## src/rtl/regfile_wr_arbiter_if.sv

```systemverilog
// Bundle for the requester handshakes, the clear command and the register-file write port.
// The master side drives the requests; the slave side is the arbiter.
interface regfile_wr_arbiter_if #(
  parameter int WIDTH = 4,
  parameter int AW    = 3
);
  // valid/ready: a write transfers on a rising edge where valid and ready are both high.
  // ready is a combinational function of the arbiter state and the valids, never of the other ready.
  logic             req0_valid;
  logic [AW-1:0]    req0_addr;
  logic [WIDTH-1:0] req0_data;
  logic             req0_ready;
  logic             req1_valid;
  logic [AW-1:0]    req1_addr;
  logic [WIDTH-1:0] req1_data;
  logic             req1_ready;
  logic             clr_req;
  logic             rf_we;
  logic [AW-1:0]    rf_waddr;
  logic [WIDTH-1:0] rf_wdata;
  logic             rf_src;
  logic             clr_done;
  logic [7:0]       drop_cnt;
  logic             state_dbg;

  modport master (
    output req0_valid, req0_addr, req0_data, req1_valid, req1_addr, req1_data, clr_req,
    input  req0_ready, req1_ready, rf_we, rf_waddr, rf_wdata, rf_src, clr_done, drop_cnt,
    input  state_dbg
  );

  modport slave (
    input  req0_valid, req0_addr, req0_data, req1_valid, req1_addr, req1_data, clr_req,
    output req0_ready, req1_ready, rf_we, rf_waddr, rf_wdata, rf_src, clr_done, drop_cnt,
    output state_dbg
  );
endinterface

```

## src/rtl/regfile_wr_arbiter.sv

```systemverilog
// Round-robin arbiter sharing the regfile write port between two requesters,
// with a clear sequencer that zeroes x1..x7 on command.
module regfile_wr_arbiter #(
  parameter int WIDTH = 4,
  parameter int AW    = 3
) (
  input logic                  clk,
  input logic                  rst_n,
  regfile_wr_arbiter_if.slave  bus
);
  typedef enum logic {ST_ARB = 1'b0, ST_CLEAR = 1'b1} state_t;

  localparam logic [AW-1:0] LAST_ADDR  = '1;
  localparam logic [AW-1:0] FIRST_ADDR = AW'(1);

  state_t           state, state_n;
  logic             rr_ptr, rr_ptr_n;
  logic [AW-1:0]    clr_addr, clr_addr_n;
  logic             grant0, grant1;
  logic [AW-1:0]    sel_addr;
  logic [WIDTH-1:0] sel_data;

  logic             rf_we_q, rf_we_n;
  logic [AW-1:0]    rf_waddr_q, rf_waddr_n;
  logic [WIDTH-1:0] rf_wdata_q, rf_wdata_n;
  logic             rf_src_q, rf_src_n;
  logic             clr_done_q, clr_done_n;
  logic [7:0]       drop_cnt_q, drop_cnt_n;

  always_ff @(posedge clk) begin
    if (!rst_n) begin
      state      <= ST_ARB;
      rr_ptr     <= 1'b0;
      clr_addr   <= FIRST_ADDR;
      rf_we_q    <= 1'b0;
      rf_waddr_q <= '0;
      rf_wdata_q <= '0;
      rf_src_q   <= 1'b0;
      clr_done_q <= 1'b0;
      drop_cnt_q <= 8'd0;
    end else begin
      state      <= state_n;
      rr_ptr     <= rr_ptr_n;
      clr_addr   <= clr_addr_n;
      rf_we_q    <= rf_we_n;
      rf_waddr_q <= rf_waddr_n;
      rf_wdata_q <= rf_wdata_n;
      rf_src_q   <= rf_src_n;
      clr_done_q <= clr_done_n;
      drop_cnt_q <= drop_cnt_n;
    end
  end

  always_comb begin
    state_n    = state;
    rr_ptr_n   = rr_ptr;
    clr_addr_n = clr_addr;
    grant0     = 1'b0;
    grant1     = 1'b0;
    sel_addr   = '0;
    sel_data   = '0;
    rf_we_n    = 1'b0;
    rf_waddr_n = rf_waddr_q;
    rf_wdata_n = rf_wdata_q;
    rf_src_n   = rf_src_q;
    clr_done_n = 1'b0;
    drop_cnt_n = drop_cnt_q;

    unique case (state)
      ST_ARB: begin
        if (bus.clr_req) begin
          state_n = ST_CLEAR;
        end else begin
          // rr_ptr names the requester that wins when both are valid
          grant0 = bus.req0_valid && (!bus.req1_valid || !rr_ptr);
          grant1 = bus.req1_valid && (!bus.req0_valid ||  rr_ptr);
          sel_addr = grant1 ? bus.req1_addr : bus.req0_addr;
          sel_data = grant1 ? bus.req1_data : bus.req0_data;
          if (grant0 || grant1) begin
            rr_ptr_n = !grant1;
            if (sel_addr != '0) begin
              rf_we_n    = 1'b1;
              rf_waddr_n = sel_addr;
              rf_wdata_n = sel_data;
              rf_src_n   = grant1;
            end else if (drop_cnt_q != 8'hFF) begin
              drop_cnt_n = drop_cnt_q + 8'd1;
            end
          end
        end
      end
      ST_CLEAR: begin
        rf_we_n    = 1'b1;
        rf_waddr_n = clr_addr;
        rf_wdata_n = '0;
        rf_src_n   = 1'b0;
        if (clr_addr == LAST_ADDR) begin
          clr_addr_n = FIRST_ADDR;
          clr_done_n = 1'b1;
          state_n    = ST_ARB;
        end else begin
          clr_addr_n = clr_addr + AW'(1);
        end
      end
      default: state_n = ST_ARB;
    endcase
  end

  // No transfer may be acknowledged while reset is discarding the state update.
  assign bus.req0_ready = rst_n & grant0;
  assign bus.req1_ready = rst_n & grant1;
  assign bus.rf_we      = rf_we_q;
  assign bus.rf_waddr   = rf_waddr_q;
  assign bus.rf_wdata   = rf_wdata_q;
  assign bus.rf_src     = rf_src_q;
  assign bus.clr_done   = clr_done_q;
  assign bus.drop_cnt   = drop_cnt_q;
  assign bus.state_dbg  = (state == ST_CLEAR);
endmodule
```

## src/flat_wrapper.sv

```systemverilog
// flat-port wrapper written by rule: the top's interface ports become plain ports
module regfile_wr_arbiter_flat 
#(
  parameter int WIDTH = 4,
  parameter int AW    = 3
)
  (clk, rst_n, bus_req0_valid, bus_req0_addr, bus_req0_data, bus_req1_valid, bus_req1_addr, bus_req1_data, bus_clr_req, bus_req0_ready, bus_req1_ready, bus_rf_we, bus_rf_waddr, bus_rf_wdata, bus_rf_src, bus_clr_done, bus_drop_cnt, bus_state_dbg);
  regfile_wr_arbiter_if #(.WIDTH(WIDTH), .AW(AW)) bus_i ();
  input logic clk;
  input logic rst_n;
  input wire logic [$bits(bus_i.req0_valid)-1:0] bus_req0_valid;
  input wire logic [$bits(bus_i.req0_addr)-1:0] bus_req0_addr;
  input wire logic [$bits(bus_i.req0_data)-1:0] bus_req0_data;
  input wire logic [$bits(bus_i.req1_valid)-1:0] bus_req1_valid;
  input wire logic [$bits(bus_i.req1_addr)-1:0] bus_req1_addr;
  input wire logic [$bits(bus_i.req1_data)-1:0] bus_req1_data;
  input wire logic [$bits(bus_i.clr_req)-1:0] bus_clr_req;
  output wire logic [$bits(bus_i.req0_ready)-1:0] bus_req0_ready;
  output wire logic [$bits(bus_i.req1_ready)-1:0] bus_req1_ready;
  output wire logic [$bits(bus_i.rf_we)-1:0] bus_rf_we;
  output wire logic [$bits(bus_i.rf_waddr)-1:0] bus_rf_waddr;
  output wire logic [$bits(bus_i.rf_wdata)-1:0] bus_rf_wdata;
  output wire logic [$bits(bus_i.rf_src)-1:0] bus_rf_src;
  output wire logic [$bits(bus_i.clr_done)-1:0] bus_clr_done;
  output wire logic [$bits(bus_i.drop_cnt)-1:0] bus_drop_cnt;
  output wire logic [$bits(bus_i.state_dbg)-1:0] bus_state_dbg;
  assign bus_i.req0_valid = bus_req0_valid;
  assign bus_i.req0_addr = bus_req0_addr;
  assign bus_i.req0_data = bus_req0_data;
  assign bus_i.req1_valid = bus_req1_valid;
  assign bus_i.req1_addr = bus_req1_addr;
  assign bus_i.req1_data = bus_req1_data;
  assign bus_i.clr_req = bus_clr_req;
  assign bus_req0_ready = bus_i.req0_ready;
  assign bus_req1_ready = bus_i.req1_ready;
  assign bus_rf_we = bus_i.rf_we;
  assign bus_rf_waddr = bus_i.rf_waddr;
  assign bus_rf_wdata = bus_i.rf_wdata;
  assign bus_rf_src = bus_i.rf_src;
  assign bus_clr_done = bus_i.clr_done;
  assign bus_drop_cnt = bus_i.drop_cnt;
  assign bus_state_dbg = bus_i.state_dbg;
  regfile_wr_arbiter #(.WIDTH(WIDTH), .AW(AW)) u_core (.clk(clk), .rst_n(rst_n), .bus(bus_i));
endmodule
```

## config.mk

```make
export PLATFORM = sky130hd
export DESIGN_NAME = regfile_wr_arbiter_flat
export DESIGN_NICKNAME = d
export VERILOG_FILES = /design/src/rtl/regfile_wr_arbiter_if.sv /design/src/rtl/regfile_wr_arbiter.sv /design/src/flat_wrapper.sv
export SDC_FILE = /design/constraint.sdc
export NUM_CORES = 1
export LEC_CHECK = 0
export ABC_CLOCK_PERIOD_IN_PS = 2700
export CAP_MARGIN = 20
export CORE_MARGIN = 5
export CORE_UTILIZATION = 25
export DETAILED_ROUTE_END_ITERATION = 6
export SLEW_MARGIN = 30
export SYNTH_ARGS = -nofsm -noshare
export SYNTH_HDL_FRONTEND = slang
export SYNTH_SLANG_ARGS = --single-unit
```

## constraint.sdc

```tcl
create_clock -name clk -period 2.7 [get_ports clk]
set_input_delay 0.81 -clock clk [delete_from_list [all_inputs] [get_ports clk]]
set_output_delay 0.81 -clock clk [all_outputs]
set_load 0.005 [all_outputs]
```

==> results_dict.tcl <==
set metrics [dict create \
    status "finished, final reports clean" \
    synth_cell_types 33 \
    ctsRootBufferMaster "clkbuf_8" \
    ctsLongestPathBuffers 2 \
    fp-row-count 24 \
    initialDrtViolationCount 32 \
    grt_max_degree 16 \
    tightest_slew_ns 0.3390 \
    via_per_inst 4.682 \
    max-vdd-ir-drop_uv 225.4 \
    setup_viol 0 \
    r2r-end "u_core.bus.drop_cnt[4]$_SDFFE_PN0P_" \
    grt_pass1_vias 1040 \
    fp.coreArea_sq_um 4294 \
    fin_crit_sh 0.9663 \
    wl_per_cell_um 12.51 \
    htree_levels 1 \
    fin_setup_tns_ns 0 \
    initial_utilization 0.2541 \
    track_usage 0.1042 \
    timing.rr.start "u_core.rr_ptr$_SDFFE_PN0P_" \
    clock_latency_ns 0.27 \
    die_h_um 76.06 \
    ys_seq_area_frac 0.4220 \
    leakagePower_nw 0.6683 \
    grt_overflow 0 \
    io_pins 40 \
    fin_nets 207 \
    grt_pass1_wl_um 4995 \
    finalHoldViolCount 0 \
    p_total_mw 0.7426 \
    worstSetupEndpoint "bus_req0_ready" \
    fin_crit_ns 2.609 \
    cp.required_ns 1.89 \
    cts_made_buffers 3 \
    cp_max_fo 9 \
    die_w_um 76.06 \
    drive_above_1_share 0.1467 \
    synthesis.nets 151 \
    combPwrFrac 0.206 \
    max_freq_mhz 383.3 \
    p_sw_mw 0.1939 \
    ant_nets 0 \
    num_vias 1105 \
    r2r_setup_slack_ns 0.84 \
    die_area_sq_um 5785 \
    cts_tree "yes" \
    cts.sinks 23 \
    portBuffers 39 \
    start_kind "input port" \
    dr.pass1.iters 4 \
    p_int_mw 0.5487 \
    p_seq_frac 0.497 \
    areaGrowthSynthToFinish_pct 55.62 \
    cap_violations 0 \
    slew_viol_final 0 \
    pwr-share-clk 0.297 \
    r2r_cells 7 \
    worstSetupPathType "in -> out" \
    powerDensity_nw_per_um2 437.3 \
    ys_ff_latch 23 \
    startpoint "bus_req1_valid" \
    syn_area_sq_um 1091 \
    relSlewSlack 0.7740 \
    crit_arrival_ns 1.80 \
    sw_frac_of_total 0.2611 \
    yosys_warnings 0 \
    synth_area_per_cell_sq_um 8.458 \
    netlist_instances 129 \
    whs_ns 0.4646 \
    rsz0062_at_grt "no" \
    clkSlewWorstSetupHoldPaths_ns 0.09 \
    hpwl_um 2260 \
    antenna_found_initial 0 \
    n_antenna_cell 0 \
    cp-end-kind "output port" \
    gp_congestion 0.7976 \
    drc 0 \
    fin_util 0.3954 \
    holdCritPathClass "reg -> reg" \
    clock_skew_ns 0.004979 \
    drt-total-wl_um 2953 \
]
per-stage QoR:
step                      instance area [sq um]  setup WS (ns)  std cells
after floorplan                            1091         0.4350        129
after global placement                     1639        -0.3855        231
after detailed placement                   1639        -0.3742        231
after CTS                                  1698        0.08788        236
after global routing                       1698        0.01175        236
final                                      1698        0.09100        236
synthesized netlist by cell type, drive strengths merged:
library cell,n,area (sq um)
and3,3,18.77
a31oi,1,6.260
xor2,1,8.760
nand4,1,6.260
nand2,5,18.77
inv,6,22.52
or3,3,18.77
nor3,3,20.02
o31ai,5,37.54
buf,2,16.26
a211o,1,8.760
a22o,8,70.07
a211oi,2,15.01
a21oi,12,60.06
nor2,18,70.07
ha,3,37.54
a22oi,2,15.01
and2,1,6.260
dfxtp,23,460.4
o21ai,8,40.04
a311oi,1,8.760
or2b,1,8.760
nor4,1,6.260
and2b,1,7.510
nand3,8,40.04
mux2i,2,20.02
clkbuf,3,11.26
or4,3,22.52
o221ai,1,8.760
area by class of cell:
| class | count | area [sq um] |
|---|---|---|
| clock buffer | 3 | 41.29 |
| clock inverter | 1 | 5.005 |
| fill | 447 | 2596 |
| inverter | 6 | 22.52 |
| multi-input combinational | 95 | 591.8 |
| sequential | 23 | 460.4 |
| tap | 52 | 65.06 |
| timing repair buffer | 56 | 511.7 |
cell families after synthesis:
| logic type | after synthesis | synth area share |
|---|---|---|
| adder cells (fa/ha/maj) | 3 | 0.03441 |
| AO/OA/AOI/OAI | 41 | 0.2477 |
| multiplexers | 2 | 0.01835 |
| AND/OR/NAND/NOR | 48 | 0.2236 |
| flip-flops | 23 | 0.4220 |
| XOR/XNOR | 1 | 0.008029 |
| buffers and inverters | 11 | 0.04586 |
per-layer routing:
metal  part of all wire  track usage  vias to the layer above  wire length (um)
li1                   -            -                      592                 -
met1               0.48       0.1385                      492              1430
met2               0.46       0.1592                       17              1360
met3              0.037      0.02719                        4               110
met4              0.017      0.04196                        0                51
met5                  0            0                        -                 0
critical path: stages:
cell,delay [ns]
clkdlybuf4s50_1,0.43
buf_4,0.18
a21oi_1,0.13
dlygate4sd2_1,0.26
cell usage in the layout, fill, tap and decap left out, types with 2 or more instances in the layout:
cell type	n
a211oi_1	2
a21oi_1	12
a22o_1	8
a22oi_1	2
and3_1	3
buf_4	16
clkbuf_8	3
clkdlybuf4s50_1	34
dfxtp_1	23
dlygate4sd2_1	4
ha_1	3
inv_1	6
mux2i_1	2
nand2_1	4
nand3_1	8
nor2_1	17
nor3_1	2
o21ai_0	6
o21ai_1	2
o31ai_1	5
or3_1	3
or4_1	3
how the worst min path moves through the flow:
stage / from / slack, ns / to / cells past startpoint
final: u_core.bus.rf_waddr[0]$_SDFFE_PN0P_ / 0.46 / u_core.bus.rf_waddr[0]$_SDFFE_PN0P_ / 2
after global routing: u_core.bus.rf_waddr[0]$_SDFFE_PN0P_ / 0.49 / u_core.bus.rf_waddr[0]$_SDFFE_PN0P_ / 2
after CTS: u_core.bus.rf_waddr[0]$_SDFFE_PN0P_ / 0.47 / u_core.bus.rf_waddr[0]$_SDFFE_PN0P_ / 2
after detailed placement: u_core.bus.rf_waddr[0]$_SDFFE_PN0P_ / 0.46 / u_core.bus.rf_waddr[0]$_SDFFE_PN0P_ / 2
after global placement: u_core.bus.rf_waddr[0]$_SDFFE_PN0P_ / 0.44 / u_core.bus.rf_waddr[0]$_SDFFE_PN0P_ / 2
after floorplan: u_core.bus.rf_waddr[0]$_SDFFE_PN0P_ / 0.44 / u_core.bus.rf_waddr[0]$_SDFFE_PN0P_ / 2
power by group through the flow:
stage / logic [mW] / registers [mW] / clock network [mW]
4_1_cts: 0.155 / 0.369 / 0.233
3_3_place_gp: 0.152 / 0.377 / 0
3_5_place_dp: 0.152 / 0.377 / 0
6_report: 0.153 / 0.369 / 0.220
5_1_grt: 0.168 / 0.371 / 0.246
2_1_floorplan: 0.0647 / 0.374 / 0
state kept, by name, summed over array words and instances (netlist names):
| register | cells |
|---|---|
| u_core.bus.state_dbg | 1 |
| u_core.clr_addr | 3 |
| u_core.bus.clr_done | 1 |
| u_core.bus.rf_src | 1 |
| u_core.rr_ptr | 1 |
| u_core.bus.rf_wdata | 4 |
| u_core.bus.drop_cnt | 8 |
| u_core.bus.rf_we | 1 |
| u_core.bus.rf_waddr | 3 |
timing repair:
item	in CTS	in global routing
hold buffers	0	0
gates resized for setup	12	0
buffers inserted	1	0
endpoints found under the setup margin	2	0
Note: power is estimated with default switching activity, not from simulation.
